[config.mk]
export PLATFORM = sky130hd
export DESIGN_NAME = regfile_read_arbiter_flat
export DESIGN_NICKNAME = d
export VERILOG_FILES = /design/src/rtl/regfile_read_arbiter_if.sv /design/src/rtl/regfile_read_arbiter.sv /design/src/flat_wrapper.sv
export SDC_FILE = /design/constraint.sdc
export NUM_CORES = 1
export LEC_CHECK = 0
export ABC_AREA = 1
export BUFFER_PORTS_ARGS = -buffer_cell sky130_fd_sc_hd__buf_2
export CORE_MARGIN = 2
export CORE_UTILIZATION = 35
export CTS_CLUSTER_SIZE = 30
export DETAILED_ROUTE_END_ITERATION = 8
export HOLD_SLACK_MARGIN = 0.1
export PLACE_DENSITY = 0.77
export SLEW_MARGIN = 20
export SYNTH_ARGS = -nofsm -noshare
export SYNTH_HDL_FRONTEND = slang
export SYNTH_SLANG_ARGS = --single-unit
[constraint.sdc]
create_clock -name clk -period 1.09 [get_ports clk]
set_input_delay 0.2725 -clock clk [delete_from_list [all_inputs] [get_ports clk]]
set_output_delay 0.2725 -clock clk [all_outputs]
set_load 0.01 [all_outputs]
[src/rtl/regfile_read_arbiter_if.sv]
// Requester-side bundle for regfile_read_arbiter: two request ports plus the shared response beat.
interface regfile_read_arbiter_if #(
  parameter int unsigned ADDR_W = 5,
  parameter int unsigned DATA_W = 32
) ();
  logic              req0_valid;
  logic              req0_lock;
  logic [ADDR_W-1:0] req0_addr1;
  logic [ADDR_W-1:0] req0_addr2;
  logic              req0_ready;
  logic              req1_valid;
  logic              req1_lock;
  logic [ADDR_W-1:0] req1_addr1;
  logic [ADDR_W-1:0] req1_addr2;
  logic              req1_ready;
  logic              rsp_valid;
  logic              rsp_id;
  logic [DATA_W-1:0] rsp_data1;
  logic [DATA_W-1:0] rsp_data2;

  modport master (
    output req0_valid, req0_lock, req0_addr1, req0_addr2,
    output req1_valid, req1_lock, req1_addr1, req1_addr2,
    input  req0_ready, req1_ready,
    input  rsp_valid, rsp_id, rsp_data1, rsp_data2
  );

  modport slave (
    input  req0_valid, req0_lock, req0_addr1, req0_addr2,
    input  req1_valid, req1_lock, req1_addr1, req1_addr2,
    output req0_ready, req1_ready,
    output rsp_valid, rsp_id, rsp_data1, rsp_data2
  );
endinterface

[src/rtl/regfile_read_arbiter.sv]
// Two-requester arbiter for the register-file read ports, with lock and 2-cycle tagged response.
// Define RF_ARB_FIXED_PRIO_EN to make ties always go to port 0 instead of round-robin.
module regfile_read_arbiter #(
  parameter int unsigned ADDR_W = 5,
  parameter int unsigned DATA_W = 32
) (
  input  logic                   clk,
  input  logic                   reset,
  regfile_read_arbiter_if.slave  bus,
  output logic [ADDR_W-1:0]      rf_raddr1,
  output logic [ADDR_W-1:0]      rf_raddr2,
  input  logic [DATA_W-1:0]      rf_rdata1,
  input  logic [DATA_W-1:0]      rf_rdata2
);

  typedef enum logic [1:0] {StRr, StLock0, StLock1} state_e;

  state_e            state_q, state_d;
  logic              gnt0, gnt1;
  logic              tie_to0;
  logic              iss_v_q, iss_id_q;
  logic              rsp_valid_q, rsp_id_q;
  logic [DATA_W-1:0] rsp_data1_q, rsp_data2_q;

`ifdef RF_ARB_FIXED_PRIO_EN
  assign tie_to0 = 1'b1;
`else
  logic last_grant_q;

  // last_grant names the most recent winner; a tie goes to the other port
  assign tie_to0 = last_grant_q;

  always_ff @(posedge clk) begin
    if (reset) begin
      last_grant_q <= 1'b1;
    end else if (gnt1) begin
      last_grant_q <= 1'b1;
    end else if (gnt0) begin
      last_grant_q <= 1'b0;
    end
  end
`endif

  always_ff @(posedge clk) begin
    if (reset) begin
      state_q <= StRr;
    end else begin
      state_q <= state_d;
    end
  end

  always_comb begin
    state_d = state_q;
    if (gnt0) begin
      state_d = bus.req0_lock ? StLock0 : StRr;
    end else if (gnt1) begin
      state_d = bus.req1_lock ? StLock1 : StRr;
    end
  end

  always_comb begin
    gnt0 = 1'b0;
    gnt1 = 1'b0;
    if (!reset) begin
      case (state_q)
        StRr: begin
          gnt0 = bus.req0_valid && (!bus.req1_valid || tie_to0);
          gnt1 = bus.req1_valid && (!bus.req0_valid || !tie_to0);
        end
        StLock0: gnt0 = bus.req0_valid;
        StLock1: gnt1 = bus.req1_valid;
        default: ;
      endcase
    end
  end

  assign bus.req0_ready = gnt0;
  assign bus.req1_ready = gnt1;
  assign rf_raddr1 = gnt0 ? bus.req0_addr1 : (gnt1 ? bus.req1_addr1 : '0);
  assign rf_raddr2 = gnt0 ? bus.req0_addr2 : (gnt1 ? bus.req1_addr2 : '0);

  // Tag travels alongside the register file's one-cycle read latency
  always_ff @(posedge clk) begin
    if (reset) begin
      iss_v_q     <= 1'b0;
      iss_id_q    <= 1'b0;
      rsp_valid_q <= 1'b0;
      rsp_id_q    <= 1'b0;
      rsp_data1_q <= '0;
      rsp_data2_q <= '0;
    end else begin
      iss_v_q     <= gnt0 | gnt1;
      iss_id_q    <= gnt1;
      rsp_valid_q <= iss_v_q;
      rsp_id_q    <= iss_id_q;
      rsp_data1_q <= rf_rdata1;
      rsp_data2_q <= rf_rdata2;
    end
  end

  assign bus.rsp_valid = rsp_valid_q;
  assign bus.rsp_id    = rsp_id_q;
  assign bus.rsp_data1 = rsp_data1_q;
  assign bus.rsp_data2 = rsp_data2_q;

endmodule

[src/flat_wrapper.sv]
// flat-port wrapper written by rule: the top's interface ports become plain ports
module regfile_read_arbiter_flat 
#(
  parameter int unsigned ADDR_W = 5,
  parameter int unsigned DATA_W = 32
)
  (clk, reset, rf_raddr1, rf_raddr2, rf_rdata1, rf_rdata2, bus_req0_valid, bus_req0_lock, bus_req0_addr1, bus_req0_addr2, bus_req1_valid, bus_req1_lock, bus_req1_addr1, bus_req1_addr2, bus_req0_ready, bus_req1_ready, bus_rsp_valid, bus_rsp_id, bus_rsp_data1, bus_rsp_data2);
  regfile_read_arbiter_if #(.ADDR_W(ADDR_W), .DATA_W(DATA_W)) bus_i ();
  input  logic clk;
  input  logic reset;
  output logic [ADDR_W-1:0] rf_raddr1;
  output logic [ADDR_W-1:0] rf_raddr2;
  input  logic [DATA_W-1:0] rf_rdata1;
  input  logic [DATA_W-1:0] rf_rdata2;
  input wire logic [$bits(bus_i.req0_valid)-1:0] bus_req0_valid;
  input wire logic [$bits(bus_i.req0_lock)-1:0] bus_req0_lock;
  input wire logic [$bits(bus_i.req0_addr1)-1:0] bus_req0_addr1;
  input wire logic [$bits(bus_i.req0_addr2)-1:0] bus_req0_addr2;
  input wire logic [$bits(bus_i.req1_valid)-1:0] bus_req1_valid;
  input wire logic [$bits(bus_i.req1_lock)-1:0] bus_req1_lock;
  input wire logic [$bits(bus_i.req1_addr1)-1:0] bus_req1_addr1;
  input wire logic [$bits(bus_i.req1_addr2)-1:0] bus_req1_addr2;
  output wire logic [$bits(bus_i.req0_ready)-1:0] bus_req0_ready;
  output wire logic [$bits(bus_i.req1_ready)-1:0] bus_req1_ready;
  output wire logic [$bits(bus_i.rsp_valid)-1:0] bus_rsp_valid;
  output wire logic [$bits(bus_i.rsp_id)-1:0] bus_rsp_id;
  output wire logic [$bits(bus_i.rsp_data1)-1:0] bus_rsp_data1;
  output wire logic [$bits(bus_i.rsp_data2)-1:0] bus_rsp_data2;
  assign bus_i.req0_valid = bus_req0_valid;
  assign bus_i.req0_lock = bus_req0_lock;
  assign bus_i.req0_addr1 = bus_req0_addr1;
  assign bus_i.req0_addr2 = bus_req0_addr2;
  assign bus_i.req1_valid = bus_req1_valid;
  assign bus_i.req1_lock = bus_req1_lock;
  assign bus_i.req1_addr1 = bus_req1_addr1;
  assign bus_i.req1_addr2 = bus_req1_addr2;
  assign bus_req0_ready = bus_i.req0_ready;
  assign bus_req1_ready = bus_i.req1_ready;
  assign bus_rsp_valid = bus_i.rsp_valid;
  assign bus_rsp_id = bus_i.rsp_id;
  assign bus_rsp_data1 = bus_i.rsp_data1;
  assign bus_rsp_data2 = bus_i.rsp_data2;
  regfile_read_arbiter #(.ADDR_W(ADDR_W), .DATA_W(DATA_W)) u_core (.clk(clk), .reset(reset), .bus(bus_i), .rf_raddr1(rf_raddr1), .rf_raddr2(rf_raddr2), .rf_rdata1(rf_rdata1), .rf_rdata2(rf_rdata2));
endmodule
After elaboration in Yosys (flattened, before gate mapping)

Cells that the tools add are included.

Divide/modulo/power cells: 0
Bitwise gates (word level): 1
Equal/unequal tests: 2
$lt $le $gt $ge: 0
Multiplexer cells: 12
Multiply operators: 0
Shift operators: 0
Reductions and logical operators: 10
Add/subtract/negate cells: 0

Operator list:

| kind                                                                   | number |
|---|---|
| 5-bit 2-to-1 mux                                                       | 4 |
| 2-bit 2-to-1 mux                                                       | 3 |
| 1-bit one-hot mux with 2 select lines                                  | 2 |
| 1-bit zero test                                                        | 3 |
| 1-bit 2-to-1 mux                                                       | 3 |
| 2-bit by 1-bit equality test with 1-bit output (second input constant) | 1 |
| 2-bit equality test (second input constant)                            | 1 |
| 1-bit logical AND                                                      | 2 |
| 2-bit zero test                                                        | 1 |
| 1-bit logical OR                                                       | 2 |
| 2-bit nonzero test                                                     | 1 |
| 2-bit OR reduction                                                     | 1 |
| 1-bit OR                                                               | 1 |

Memories: 0
Word-level logic and storage cells: 33
Bits in read-only memories: 0
Output and inout bits: 78
Bits in registers: 71
Latch bits: 0
RAM bits: 0

Depth between registers and ports, before layout

Depth after elaboration: 7
Mapped depth: 8
Gate-level depth less buffers: 7

Worst setup path before layout

OpenSTA, ideal clock, no wires.

Path type: reg-to-output
From: register u_core.state_q[1]
To: output port rf_raddr1[0]
Cell stages (with the launch flop): 7
Slack: -107 ps
Arrival time: 925 ps
Cells stage by stage: dfxtp_1 -> nand3b_1 -> nand2_2 -> inv_2 -> buf_6 -> nand2_1 -> nand2_1

Word-level cells in the longest chain between the ends: 5
Elaborated cells on any way between the ends: 9
Classes of those cells: 2 x eq/ne; 6 x mux; 1 x reduce/logical

RTL lines:

| what                                                          | line                       | source |
|---|---|---|
| start: declaration                                            | regfile_read_arbiter.sv:18 | `state_e state_q, state_d;` |
| start signal: assignment                                      | regfile_read_arbiter.sv:46 | `state_q <= StRr;` |
| start signal: assignment                                      | regfile_read_arbiter.sv:48 | `state_q <= state_d;` |
| 2-bit equality test / 2-bit zero test (equally long branches) | regfile_read_arbiter.sv:65 | `case (state_q)` |
| 1-bit one-hot mux with 2 select lines *                       | regfile_read_arbiter.sv:65 |  |
| 1-bit 2-to-1 mux *                                            | regfile_read_arbiter.sv:64 | `if (!reset) begin` |
| via bus_req1_ready                                            | flat_wrapper.sv:24         | `output wire logic [$bits(bus_i.req1_ready)-1:0] bus_req1_ready;` |
| 5-bit 2-to-1 mux * (2 in series)                              | regfile_read_arbiter.sv:79 | `assign rf_raddr1 = gnt0 ? bus.req0_addr1 : (gnt1 ? bus.req1_addr1 : '0);` |
| end: declaration                                              | flat_wrapper.sv:11         | `output logic [ADDR_W-1:0] rf_raddr1;` |

The timed path passes the listed nets; every way through them passes the cells marked *.

Final worst setup path

From: register u_core.state_q[1]
To: output port rf_raddr2[4]

Word-level cells in the longest chain between the ends: 5
Elaborated cells on any way between the ends: 9
Classes of those cells: 2 x eq/ne; 6 x mux; 1 x reduce/logical

RTL lines:

| what                                                          | line                       | source |
|---|---|---|
| 2-bit equality test / 2-bit zero test (equally long branches) | regfile_read_arbiter.sv:65 |  |
| 1-bit one-hot mux with 2 select lines                         | regfile_read_arbiter.sv:65 |  |
| 1-bit 2-to-1 mux                                              | regfile_read_arbiter.sv:64 |  |
| 5-bit 2-to-1 mux                                              | regfile_read_arbiter.sv:80 | `assign rf_raddr2 = gnt0 ? bus.req0_addr2 : (gnt1 ? bus.req1_addr2 : '0);` |
| 5-bit 2-to-1 mux *                                            | regfile_read_arbiter.sv:80 |  |
| end: declaration                                              | flat_wrapper.sv:12         | `output logic [ADDR_W-1:0] rf_raddr2;` |

Every way passes the cells marked *; elsewhere a longest branch is shown, timed or not.

==> impl_metrics.tcl <==
set metrics [dict create \
    outcome "complete, but fails checks" \
    violations "negative setup slack" \
    p_int_mw 3.95 \
    synth_seq_cells 71 \
    sequentialPowerShare_pct 53.1 \
    cap_viol_max_count 0 \
    crit_required_ns 0.82 \
    nets 538 \
    die_h_um 83.9 \
    path_class "reg -> out" \
    drtAntennaViolNets 0 \
    fin_tns_setup_ns -6.50 \
    numCtsBuffers 9 \
    period_needed_ns 1.67 \
    syn_nets 357 \
    drv_slew 0 \
    wire_per_inst_um 9.97 \
    ctsHoldBuffers 0 \
    hold_viol 0 \
    h-tree-depth 3 \
    track_usage_pct 15.2 \
    hold_path.class "in -> reg" \
    drtIter0Drc 42 \
    switching_share_pct 24.3 \
    drc_errors 0 \
    peakVddDrop_mv 0.824 \
    p_clk_share_pct 33.2 \
    place_ws_ns -0.318 \
    overflow 0 \
    rsz0062_at_grt "true" \
    synth_area_sq_um 2240 \
    grt_pass1_vias 2089 \
    final_layout_size_suffix_gt1_share_pct 49.1 \
    insertion_delay_ns 0.32 \
    grt_pass1_wl_um 8540 \
    cts.sinks 71 \
    setup_viol 14 \
    drt-pass1-iter-count 4 \
    post_drt_via_cell_ratio 3.89 \
    ys_seq_area_share_pct 63.6 \
    synth_area_per_cell_sq_um 8.37 \
    timing.fmax_mhz 600 \
    power.density_nw_per_um2 1510 \
    ys.warnings.count 0 \
    grt_max_degree 35 \
    worst_pin_slew_ns 0.318 \
    die_area_sq_um 7040 \
    die_w_um 83.9 \
    cp-start-kind "register" \
    cts_root_buffer "clkbuf_8" \
    ys_types 16 \
    combPwrFrac_pct 13.7 \
    mostFrequentLayoutCells "165 x buf_2, 68 x inv_1, 68 x dfxtp_1, 67 x nor2_1, 20 x nand2_1" \
    clk_pin_slew_worst_paths_ns 0.07 \
    rows 29 \
    crit_arrival_ns 1.40 \
    io_buffers 167 \
    fin_crit_sh_pct 153 \
    report.power.total_mw 5.22 \
    crit_fanout 6 \
    antenna_cells 0 \
    leakage_nw 2.10 \
    cts_buffer_depth 2 \
    final_common_cell "buf_2" \
    syn2layout_area_growth_pct 54.3 \
    skew_ns 0.00368 \
    dp_hpwl_um 3980 \
    place.gp.congestion 0.754 \
    finalWirelength_um 5270 \
    finish.instance_area_sq_um 3450 \
    vias 2060 \
    io_pins 168 \
    p_switching_mw 1.27 \
    setup_ws_ns -0.578 \
    cts_tree "done" \
    dpl-instance-area_sq_um 3190 \
    synthCells 267 \
    start_util_pct 35.6 \
    crit_path_end_kind "output port" \
    core-area_sq_um 6280 \
    antenna_found_initial 0 \
    max-slew-margin-rel_pct 78.8 \
]
metrics by stage:
| stage | util (%) | std cells | hold slack [ns] |
|---|---|---|---|
| 2_1_floorplan | - | 267 | 0.379 |
| 3_3_place_gp | 50.8 | 509 | 0.394 |
| 3_5_place_dp | 50.8 | 509 | 0.393 |
| 4_1_cts | 54.2 | 526 | 0.129 |
| 5_1_grt | 55.0 | 529 | 0.136 |
| 6_report | 55.0 | 529 | 0.142 |
flip-flops by register name, summed over array words and instances, names as in the netlist:
name                  flops
u_core.bus.rsp_data1     32
u_core.bus.rsp_data2     32
u_core.state_q            2
u_core.bus.rsp_id         1
u_core.bus.rsp_valid      1
u_core.iss_id_q           1
u_core.iss_v_q            1
u_core.last_grant_q       1
cell type report:
type	instances	area, sq um
multi-input combinational	116	551
timing repair inverter	1	6.26
clock buffer	12	145
sequential	71	1430
tap	77	96.3
clock inverter	3	20.0
fill	583	2830
timing repair buffer	178	935
inverter	71	272
cells in the mapped netlist:
master	n	area (sq um)
nand2_1	34	128
nor2_1	67	251
buf_4	1	7.51
buf_2	6	30.0
inv_1	69	259
dfxtp_1	71	1420
a21oi_1	2	10.0
nor2_2	1	6.26
nand3b_1	2	15.0
buf_6	3	33.8
nor2_4	2	22.5
a21o_2	1	8.76
nand2_2	4	25.0
o21ai_0	1	5.00
nand3_1	1	5.00
inv_2	2	7.51
worst paths after layout:
path                                        start                  endpoint  slack, ns  depth (start not counted)
worst min-delay path                rf_rdata1[18]  u_core.bus.rsp_data1[18]       0.14                          3
worst max-delay path            u_core.state_q[1]              rf_raddr2[4]      -0.58                          6
worst max register to register  u_core.state_q[1]         u_core.state_q[1]      -0.09                          5
worst min register to register     u_core.iss_v_q      u_core.bus.rsp_valid       0.40                          2
power by group through the flow:
stage | clock network (mW) | logic, mW | registers (mW)
after global placement | 0 | 0.655 | 2.83
after detailed placement | 0 | 0.671 | 2.83
final | 1.73 | 0.715 | 2.77
after global routing | 1.92 | 0.799 | 2.78
after CTS | 1.81 | 0.698 | 2.77
after floorplan | 0 | 0.246 | 2.90
kinds of logic (layout without fill, tap and decap cells):
kind of cell,after synthesis,after routing,share of synthesized area [%]
AND/OR/NAND/NOR,111,112,20.3
buffers and inverters,81,265,15.1
flip-flops,71,71,63.6
AO/OA/AOI/OAI,4,4,1.06
timing repair:
item                                    in CTS  in global routing
endpoints found under the setup margin      12                 15
gates resized for setup                      9                  8
pin swaps                                    6                  0
buffers inserted                             1                  2
cloned                                       1                  1
worst max-delay path: stages (launching register included):
cell and delay [ns]:
dfxtp_2 0.34, nand3b_1 0.23, nand2_4 0.15, clkinv_4 0.08, nand2_1 0.07, nand2_1 0.06
buf_2 0.13
metal layers:
layer	part of all wire, %	global-route usage [%]	up-vias
met4	2.9	9.68	0
li1	-	-	1097
met3	8.6	3.36	15
met5	0	0	-
met2	52	28.9	104
met1	37	14.4	844
No activity file was read; power rests on OpenSTA's default activity.
